==> src/rtl/booth_r4_seq_mult_if.sv <==
// Handshake and data bundle for booth_r4_seq_mult.
// The master drives the operands and start; the slave (the multiplier)
// returns ready/busy/done and the product.
interface booth_r4_seq_mult_if #(
    parameter int WIDTH = 8
);
    logic                   start;
    logic                   signed_mode;
    logic [WIDTH-1:0]       a;
    logic [WIDTH-1:0]       b;
    logic                   ready;
    logic                   busy;
    logic                   done;
    logic [2*WIDTH-1:0]     product;

    modport master (
        output start, signed_mode, a, b,
        input  ready, busy, done, product
    );

    modport slave (
        input  start, signed_mode, a, b,
        output ready, busy, done, product
    );
endinterface

==> src/rtl/booth_r4_seq_mult.sv <==
// Iterative radix-4 Booth multiplier: one Booth digit (-2..+2) per clock.
// Operands are extended to WIDTH+2 bits (sign- or zero-extended by
// signed_mode) so one datapath serves both unsigned and signed products.
// Optional macro BOOTH_R4_EARLY_TERM_EN: stop as soon as the remaining
// multiplier bits can only produce zero digits.
module booth_r4_seq_mult #(
    parameter int WIDTH = 8
) (
    input  logic                 clk,
    input  logic                 rst,
    booth_r4_seq_mult_if.slave   bus
);
    localparam int DIGITS = WIDTH / 2 + 1;
    localparam int EXT    = WIDTH + 2;
    localparam int ACC    = 2 * WIDTH + 2;
    localparam int CNT_W  = $clog2(DIGITS + 1);

    generate
        if ((WIDTH < 4) || (WIDTH % 2 != 0)) begin : g_bad_width
            $error("booth_r4_seq_mult: WIDTH must be even and >= 4");
        end
    endgenerate

    typedef enum logic [1:0] {S_IDLE, S_RUN, S_DONE} state_t;

    state_t                 state_q, state_d;
    // Multiplicand pre-shifted by 4^k, so each digit only picks +-1x/+-2x.
    logic [ACC-1:0]         mcand_q, mcand_d;
    // Extended multiplier with the implicit 0 at bit 0; shifted right by
    // two per digit so the current triplet is always bits [2:0].
    logic [EXT:0]           mplier_q, mplier_d;
    logic [ACC-1:0]         acc_q, acc_d;
    logic [CNT_W-1:0]       cnt_q, cnt_d;
    logic [2*WIDTH-1:0]     product_q, product_d;
    logic                   done_q, done_d;

    logic [ACC-1:0]         pp;
    logic                   last_digit;
    logic                   rest_zero;
    logic                   unused_acc_hi;

    // The two guard bits of the accumulator never reach the product.
    assign unused_acc_hi = ^acc_q[ACC-1:2*WIDTH];

    // Booth digit selection from the current triplet.
    always_comb begin
        pp = '0;
        unique case (mplier_q[2:0])
            3'b001, 3'b010: pp = mcand_q;
            3'b011:         pp = mcand_q << 1;
            3'b100:         pp = -(mcand_q << 1);
            3'b101, 3'b110: pp = -mcand_q;
            default:        pp = '0;
        endcase
    end

    assign last_digit = (cnt_q == CNT_W'(DIGITS - 1));

`ifdef BOOTH_R4_EARLY_TERM_EN
    // Upper bits all equal means every later triplet is 000 or 111.
    assign rest_zero = (&mplier_q[EXT:2]) | ~(|mplier_q[EXT:2]);
`else
    assign rest_zero = 1'b0;
`endif

    // Next-state and datapath updates for IDLE/RUN/DONE.
    always_comb begin
        state_d   = state_q;
        mcand_d   = mcand_q;
        mplier_d  = mplier_q;
        acc_d     = acc_q;
        cnt_d     = cnt_q;
        product_d = product_q;
        done_d    = 1'b0;
        unique case (state_q)
            S_IDLE: begin
                if (bus.start) begin
                    mcand_d  = bus.signed_mode ?
                               {{(ACC-WIDTH){bus.a[WIDTH-1]}}, bus.a} :
                               {{(ACC-WIDTH){1'b0}}, bus.a};
                    mplier_d = bus.signed_mode ?
                               {{2{bus.b[WIDTH-1]}}, bus.b, 1'b0} :
                               {2'b00, bus.b, 1'b0};
                    acc_d    = '0;
                    cnt_d    = '0;
                    state_d  = S_RUN;
                end
            end
            S_RUN: begin
                acc_d    = acc_q + pp;
                mcand_d  = mcand_q << 2;
                mplier_d = {{2{mplier_q[EXT]}}, mplier_q[EXT:2]};
                cnt_d    = cnt_q + CNT_W'(1);
                if (last_digit || rest_zero) begin
                    state_d = S_DONE;
                end
            end
            S_DONE: begin
                product_d = acc_q[2*WIDTH-1:0];
                done_d    = 1'b1;
                state_d   = S_IDLE;
            end
            default: state_d = S_IDLE;
        endcase
    end

    // State and datapath registers.
    always_ff @(posedge clk) begin
        if (rst) begin
            state_q   <= S_IDLE;
            mcand_q   <= '0;
            mplier_q  <= '0;
            acc_q     <= '0;
            cnt_q     <= '0;
            product_q <= '0;
            done_q    <= 1'b0;
        end else begin
            state_q   <= state_d;
            mcand_q   <= mcand_d;
            mplier_q  <= mplier_d;
            acc_q     <= acc_d;
            cnt_q     <= cnt_d;
            product_q <= product_d;
            done_q    <= done_d;
        end
    end

    assign bus.ready   = (state_q == S_IDLE);
    assign bus.busy    = (state_q == S_RUN);
    assign bus.done    = done_q;
    assign bus.product = product_q;
endmodule

==> src/flat_wrapper.sv <==
// flat-port wrapper written by rule: the top's interface ports become plain ports
module booth_r4_seq_mult_flat 
#(
    parameter int WIDTH = 8
)
  (clk, rst, bus_start, bus_signed_mode, bus_a, bus_b, bus_ready, bus_busy, bus_done, bus_product);
  booth_r4_seq_mult_if #(.WIDTH(WIDTH)) bus_i ();
  input  logic clk;
  input  logic rst;
  input wire logic [$bits(bus_i.start)-1:0] bus_start;
  input wire logic [$bits(bus_i.signed_mode)-1:0] bus_signed_mode;
  input wire logic [$bits(bus_i.a)-1:0] bus_a;
  input wire logic [$bits(bus_i.b)-1:0] bus_b;
  output wire logic [$bits(bus_i.ready)-1:0] bus_ready;
  output wire logic [$bits(bus_i.busy)-1:0] bus_busy;
  output wire logic [$bits(bus_i.done)-1:0] bus_done;
  output wire logic [$bits(bus_i.product)-1:0] bus_product;
  assign bus_i.start = bus_start;
  assign bus_i.signed_mode = bus_signed_mode;
  assign bus_i.a = bus_a;
  assign bus_i.b = bus_b;
  assign bus_ready = bus_i.ready;
  assign bus_busy = bus_i.busy;
  assign bus_done = bus_i.done;
  assign bus_product = bus_i.product;
  booth_r4_seq_mult #(.WIDTH(WIDTH)) u_core (.clk(clk), .rst(rst), .bus(bus_i));
endmodule
==> config.mk <==
export PLATFORM = sky130hd
export DESIGN_NAME = booth_r4_seq_mult_flat
export DESIGN_NICKNAME = d
export VERILOG_FILES = /design/src/rtl/booth_r4_seq_mult_if.sv /design/src/rtl/booth_r4_seq_mult.sv /design/src/flat_wrapper.sv
export SDC_FILE = /design/constraint.sdc
export NUM_CORES = 1
export LEC_CHECK = 0
export CORE_MARGIN = 2
export CORE_UTILIZATION = 40
export CTS_CLUSTER_DIAMETER = 100
export CTS_CLUSTER_SIZE = 25
export DETAILED_ROUTE_END_ITERATION = 7
export PLACE_DENSITY = 0.69
export SYNTH_ARGS = -nofsm -noshare
export SYNTH_HDL_FRONTEND = slang
export SYNTH_SLANG_ARGS = --single-unit
==> constraint.sdc <==
create_clock -name clk -period 4.87 [get_ports clk]
set_clock_uncertainty 0.2 [all_clocks]
set_input_delay 1.2175 -clock clk [delete_from_list [all_inputs] [get_ports clk]]
set_output_delay 1.2175 -clock clk [all_outputs]
set_load 0.02 [all_outputs]
# --- Word-level counts from Yosys, hierarchy flattened ---
# Index checks and enable logic that the tools add are counted.
word_totals:
  out_inout_bits: 19
  ram_bits: 0
  romBits: 0
  mem_count: 0
  latch_bits: 0
  input_bits: 20
  elab_cells: 46
  reg_bits: 69
op_classes:
  multipliers: 0
  muxes: 15
  n_reduce_logical: 7
  n_shift: 0
  bitwise_logic: 1
  eq_ne: 11
  n_lt_le_gt_ge: 0
  add_sub_neg: 4
  n_div: 0
op_table:
  columns: ["op", "count"]
  rows:
  - ["18-bit case mux with 2 select lines", 2]
  - ["18-bit case mux with 4 select lines", 1]
  - ["18-bit two-way mux", 3]
  - ["18-bit negator", 2]
  - ["11-bit two-way mux", 2]
  - ["11-bit case mux with 2 select lines", 1]
  - ["18-bit adder", 1]
  - ["3-bit == test, second input constant", 4]
  - ["3-bit by 2-bit == test with 1-bit output, second input constant", 2]
  - ["3-bit case mux with 2 select lines", 1]
  - ["2-bit two-way mux", 2]
  - ["2-bit case mux with 2 select lines", 1]
  - ["2-bit AND reduction", 2]
  - ["2-bit OR reduction", 2]
  - ["3-bit by 1-bit adder with 3-bit output, second input constant", 1]
  - ["3-bit by 1-bit == test with 1-bit output, second input constant", 1]
  - ["3-bit two-way mux", 1]
  - ["3-bit AND reduction", 1]
  - ["2-bit by 1-bit == test with 1-bit output, second input constant", 1]
  - ["2-bit == test, second input constant", 1]
  - ["2-bit zero test", 1]
  - ["2-bit by 1-bit inequality test with 1-bit output, second input constant", 1]
  - ["2-bit inequality test, second input constant", 1]
  - ["2-bit nonzero test", 1]
  - ["2 further kinds", 2]

# --- Depth between registers and ports, before layout ---
logic_depth:
  word_depth: 5
  ltp_mapped: 17
  ltp_nobuf: 17

# --- Least setup slack after synthesis ---
# No wires, ideal clock.
synth_timing:
  path_type: "register to register"
  start: "register u_core.mcand_q[2]"
  end: "register u_core.acc_q[13]"
  path_stages_with_launch: 18
  arrival_time_ns: 3.256
  setup_ns: 0.117
  setup_slack_ns: 1.297
  period_less_slack_ns: 3.573
  t_required_ns: 4.553
  n_path_buf: 1
  cell_sequence: "dfxtp_1 -> buf_2 -> nor4_2 -> nor4b_4 -> nand2_1 -> xor2_1 -> mux2i_1 -> o22ai_1 -> a21o_1 -> ha_1 -> a21oi_1 -> o211ai_1 -> a21oi_1 -> nand2_1 -> a21o_1 -> a21oi_1 -> xnor2_1 -> a22o_1"
synth_via:
  elab_chain_cells: 4
  word_cells_on_any_way: 5
  cone_classes: "add/sub (3); mux (2)"
synth_lines:
  columns: ["element", "line", "source"]
  rows:
  - ["start: declaration", "booth_r4_seq_mult.sv:28", "logic [ACC-1:0] mcand_q, mcand_d;"]
  - ["start signal: assignment", "booth_r4_seq_mult.sv:119", "mcand_q <= mcand_d;"]
  - ["18-bit negator (on tied branches)", "booth_r4_seq_mult.sv:52, booth_r4_seq_mult.sv:51", null]
  - ["18-bit case mux with 4 select lines (*)", "booth_r4_seq_mult.sv:48", "unique case (mplier_q[2:0])"]
  - ["18-bit adder (*)", "booth_r4_seq_mult.sv:90", "acc_d = acc_q + pp;"]
  - ["18-bit case mux with 2 select lines (*)", "booth_r4_seq_mult.sv:75", "unique case (state_q)"]
  - ["end signal: assignment", "booth_r4_seq_mult.sv:113", "acc_q <= '0;"]
  - ["end signal: assignment", "booth_r4_seq_mult.sv:121", "acc_q <= acc_d;"]
  - ["end: declaration", "booth_r4_seq_mult.sv:32", "logic [ACC-1:0] acc_q, acc_d;"]
# Every way passes the cells marked *; elsewhere a longest branch is shown, timed or not.
# A chain may end at the register's enable or synchronous reset.

# --- Worst setup path in the final report ---
layout_timing:
  start: "register u_core.state_q[0]"
  end: "output bus_busy"
layout_via:
  elab_chain_cells: 1
layout_lines:
  columns: ["element", "line", "source"]
  rows:
  - ["start: declaration", "booth_r4_seq_mult.sv:26", "state_t state_q, state_d;"]
  - ["start signal: assignment", "booth_r4_seq_mult.sv:118", "state_q <= state_d;"]
  - ["2-bit by 1-bit == test with 1-bit output", "booth_r4_seq_mult.sv:129", "assign bus.busy = (state_q == S_RUN);"]
  - ["end: declaration", "flat_wrapper.sv:15", "output wire logic [$bits(bus_i.busy)-1:0] bus_busy;"]
# No other way between the ends.

==> metrics.md <==
| Metric | Value |
|---|---|
| R2r endpoint | `u_core.acc_q[15]$_SDFFE_PP0P_` |
| Cell Pwr Density | `322.3 nW/um2` |
| FP Rows | `36` |
| Critical path class | `reg2out` |
| Crit path arrival time | `2.67 ns` |
| Final Util | `48.39%` |
| CTS root buf | `clkbuf_8` |
| CP max stage cell | `dfxtp_1` |
| Reg2reg start | `u_core.mcand_q[2]$_SDFFE_PP0P_` |
| Die Wd | `105.3 um` |
| Ys Warns | `0` |
| IO Pins | `39` |
| Initial antenna violation count | `0` |
| Post-route ant nets | `0` |
| Hold Path Depth | `2` |
| DRC errors left | `0` |
| F_max | `0.2446 GHz` |
| Global Route Usage Sum | `19.17%` |
| Clock transition at path regs | `0.08 ns` |
| TritonCTS clock tree | `yes` |
| Crit share post-route | `83.95%` |
| Register area | `1301 um2` |
| Final hold viol count | `0` |
| Unrepaired setup endpoints after global routing | `false` |
| Worst-Skew Late Latency | `0.35 ns` |
| Largest net degree at the start of global routing | `39` |
| Synth Register Bits | `65` |
| Max-Slew Margin vs Limit | `22.68%` |
| Clock buffer depth | `2` |
| Outcome | `finished, final reports clean` |
| Max Slew Vio Count | `0` |
| Share of flip-flops with an asynchronous set or reset | `0%` |
| Vias per cell | `5.579` |
| Tightest Hold Check Type | `reg2reg` |
| Worst setup SP type | `flop` |
| Wirelength per Cell | `14.91 um` |
| Layout cells sized above 1 | `5.725%` |
| DIE AREA | `11090 um2` |
| Cell Area, Synth | `4105 um2` |
| Max-cap violations | `0` |
| Final HPWL DP | `7386 um` |
| H-tree depth | `3` |
| Area Overhead vs Synth | `16.28%` |
| Setup TNS | `0 ns` |
| Iter 0 DRT Violations | `195` |
| CP Cell Sequence | `nand2b_1 > inv_1 > buf_4 > clkdlybuf4s50_1` |
| Hold Path End | `u_core.bus.product[14]$_SDFFE_PP0P_` |
| Avg Inst Size Synth | `7.602 um2` |
| Vias | `3861` |
| R2R Setup Slk | `0.93 ns` |
| Design Power | `1.539 mW` |
| Post-CTS sizing | `0` |
| First drt pass iteration count | `7` |
| Worst Max-Slew Pin Slew | `1.157 ns` |
| Vias in the first global route | `3522` |
| Initial Util | `41.62%` |
| Sequential area share after synthesis | `31.70%` |
| Post-synth EDFFs | `0` |
| Mapped Cells | `540` |
| Core area | `9864 um2` |
| Worst Setup End Kind | `primary output` |
| Path depth of the worst reg2reg path | `15` |
| Leakage | `1.845 nW` |
| First-pass GRT wire length | `17370 um` |
| Clock net sink count | `65` |
| Post-CTS setup buffer count | `0` |
| Hold path start | `u_core.bus.product[14]$_SDFFE_PP0P_` |
| Critical path peak fanout | `31` |
| Setup violation total in the final timing report | `0` |
| Cell variety after synth | `58` |
| Hold_buf cts | `0` |
| Max VDD drop | `0.2791 mV` |
| Multi-input logic area | `2564 um2` |
| Fill cell count | `951` |
| Commonest non-fill, non-tap cells in the layout | `76 x nor2_1, 66 x a21oi_1, 65 x dfxtp_1` |
| Worst Path Required | `3.45 ns` |
| Die height | `105.3 um` |
| IO buf count | `38` |
| Fin crit period | `4.088 ns` |
| Main flop type after synthesis | `dfxtp_1` |
| # diodes | `0` |
| Num CTS Buffers | `9` |
| GPL Wtd Cong | `0.9476` |
| Largest stage delay, worst path | `0.96 ns` |
| Final nets | `593` |
| Final WL | `10320 um` |
| Post-synthesis net count | `579` |
| Most common cell after layout, fill and taps aside | `nor2_1` |
| GRT overflow | `0` |
synthesized netlist by cell type, drive strengths merged, types with 2 or more instances:
master	number	area [um2]
a211oi	13	102.6
a21o	8	60.06
a21oi	66	330.3
a221oi	5	43.79
a22o	7	61.31
a22oi	20	150.1
a311oi	2	17.52
a31oi	3	18.77
and2	2	12.51
buf	8	41.28
clkbuf	34	127.6
dfxtp	65	1301
ha	18	225.2
inv	18	67.56
mux2i	9	90.09
nand2	60	225.2
nand2b	8	50.05
nand3	6	30.03
nand3b	4	30.03
nor2	77	291.5
nor2b	15	93.84
nor3	15	75.07
nor3b	2	20.02
nor4	2	33.78
o21a	3	22.52
o21ai	12	60.05
o22ai	5	31.28
or3	3	23.77
xnor2	20	175.2
xor2	10	87.58
kinds of logic (layout without fill, tap and decap cells):
group                      after synthesis  in the layout  share of synthesized area, %
adders and majority gates               19             19                         5.974
and+or+nand+nor                        200            200                         23.01
muxes                                   11             11                         3.017
xor gates and xnor gates                30             30                         6.400
DFF                                     65             65                         31.70
buffers and inverters                   61             80                         5.851
AOI/OAI and AO/OA                      154            154                         24.05
area by class of cell:
class,count,share of cell area (%)
sequential,65,27.26
inverter,19,1.494
clock buffer,10,2.674
clock inverter,6,2.412
multi-input combinational,414,53.71
timing repair buffer,45,8.965
tap,133,3.486
layer usage:
metal  GRT usage, %  up-vias  wire length (um)  part of all wire (%)
met5              0        -                 0                     0
met4          8.286        0               335                   3.2
met3          3.340       24               449                   4.4
met2          30.00       92              4741                    46
met1          25.85     1830              4792                    46
li1               -     1915                 -                     -
critical path: cells and delay by family, from the launching register on:
kind	cells	cell delay, ns
AND/OR/NAND/NOR	1	0.35
buffers and inverters	3	1.02
flip-flops	1	0.96
how the worst max path moves through the flow:
| stage | start | cells past startpoint | end | slack [ns] |
|---|---|---|---|---|
| after detailed placement | u_core.mcand_q[2]$_SDFFE_PP0P_ | 15 | u_core.acc_q[15]$_SDFFE_PP0P_ | 0.98 |
| after global placement | u_core.mplier_q[1]$_SDFFE_PP0P_ | 14 | u_core.acc_q[9]$_SDFFE_PP0P_ | 1.11 |
| after CTS | u_core.state_q[0]$_SDFFE_PP0P_ | 4 | bus_busy | 0.79 |
| final | u_core.state_q[0]$_SDFFE_PP0P_ | 4 | bus_busy | 0.78 |
| after global routing | u_core.mcand_q[2]$_SDFFE_PP0P_ | 16 | u_core.acc_q[15]$_SDFFE_PP0P_ | 0.51 |
| after floorplan | u_core.mcand_q[2]$_SDFFE_PP0P_ | 17 | u_core.acc_q[13]$_SDFFE_PP0P_ | 1.30 |
stage by stage:
stage	cell area (um2)	setup WS (ns)	std cells	hold WS, ns
4_1_cts	4773	0.7868	692	0.2577
6_report	4773	0.7816	692	0.2554
2_1_floorplan	4105	1.297	540	0.2390
3_3_place_gp	4531	1.112	676	0.2426
3_5_place_dp	4531	0.9770	676	0.2469
5_1_grt	4773	0.5083	692	0.2811
state kept, by name, summed over array words and instances (netlist names):
register            count
u_core.mplier_q        11
u_core.cnt_q            3
u_core.mcand_q         16
u_core.acc_q           16
u_core.bus.done         1
u_core.state_q          2
u_core.bus.product     16
power breakdown:
part           internal, mW  switching (mW)
Clock                 0.343           0.225
Combinational         0.163           0.206
Sequential            0.558          0.0440
(Power assumes the default switching activity.)
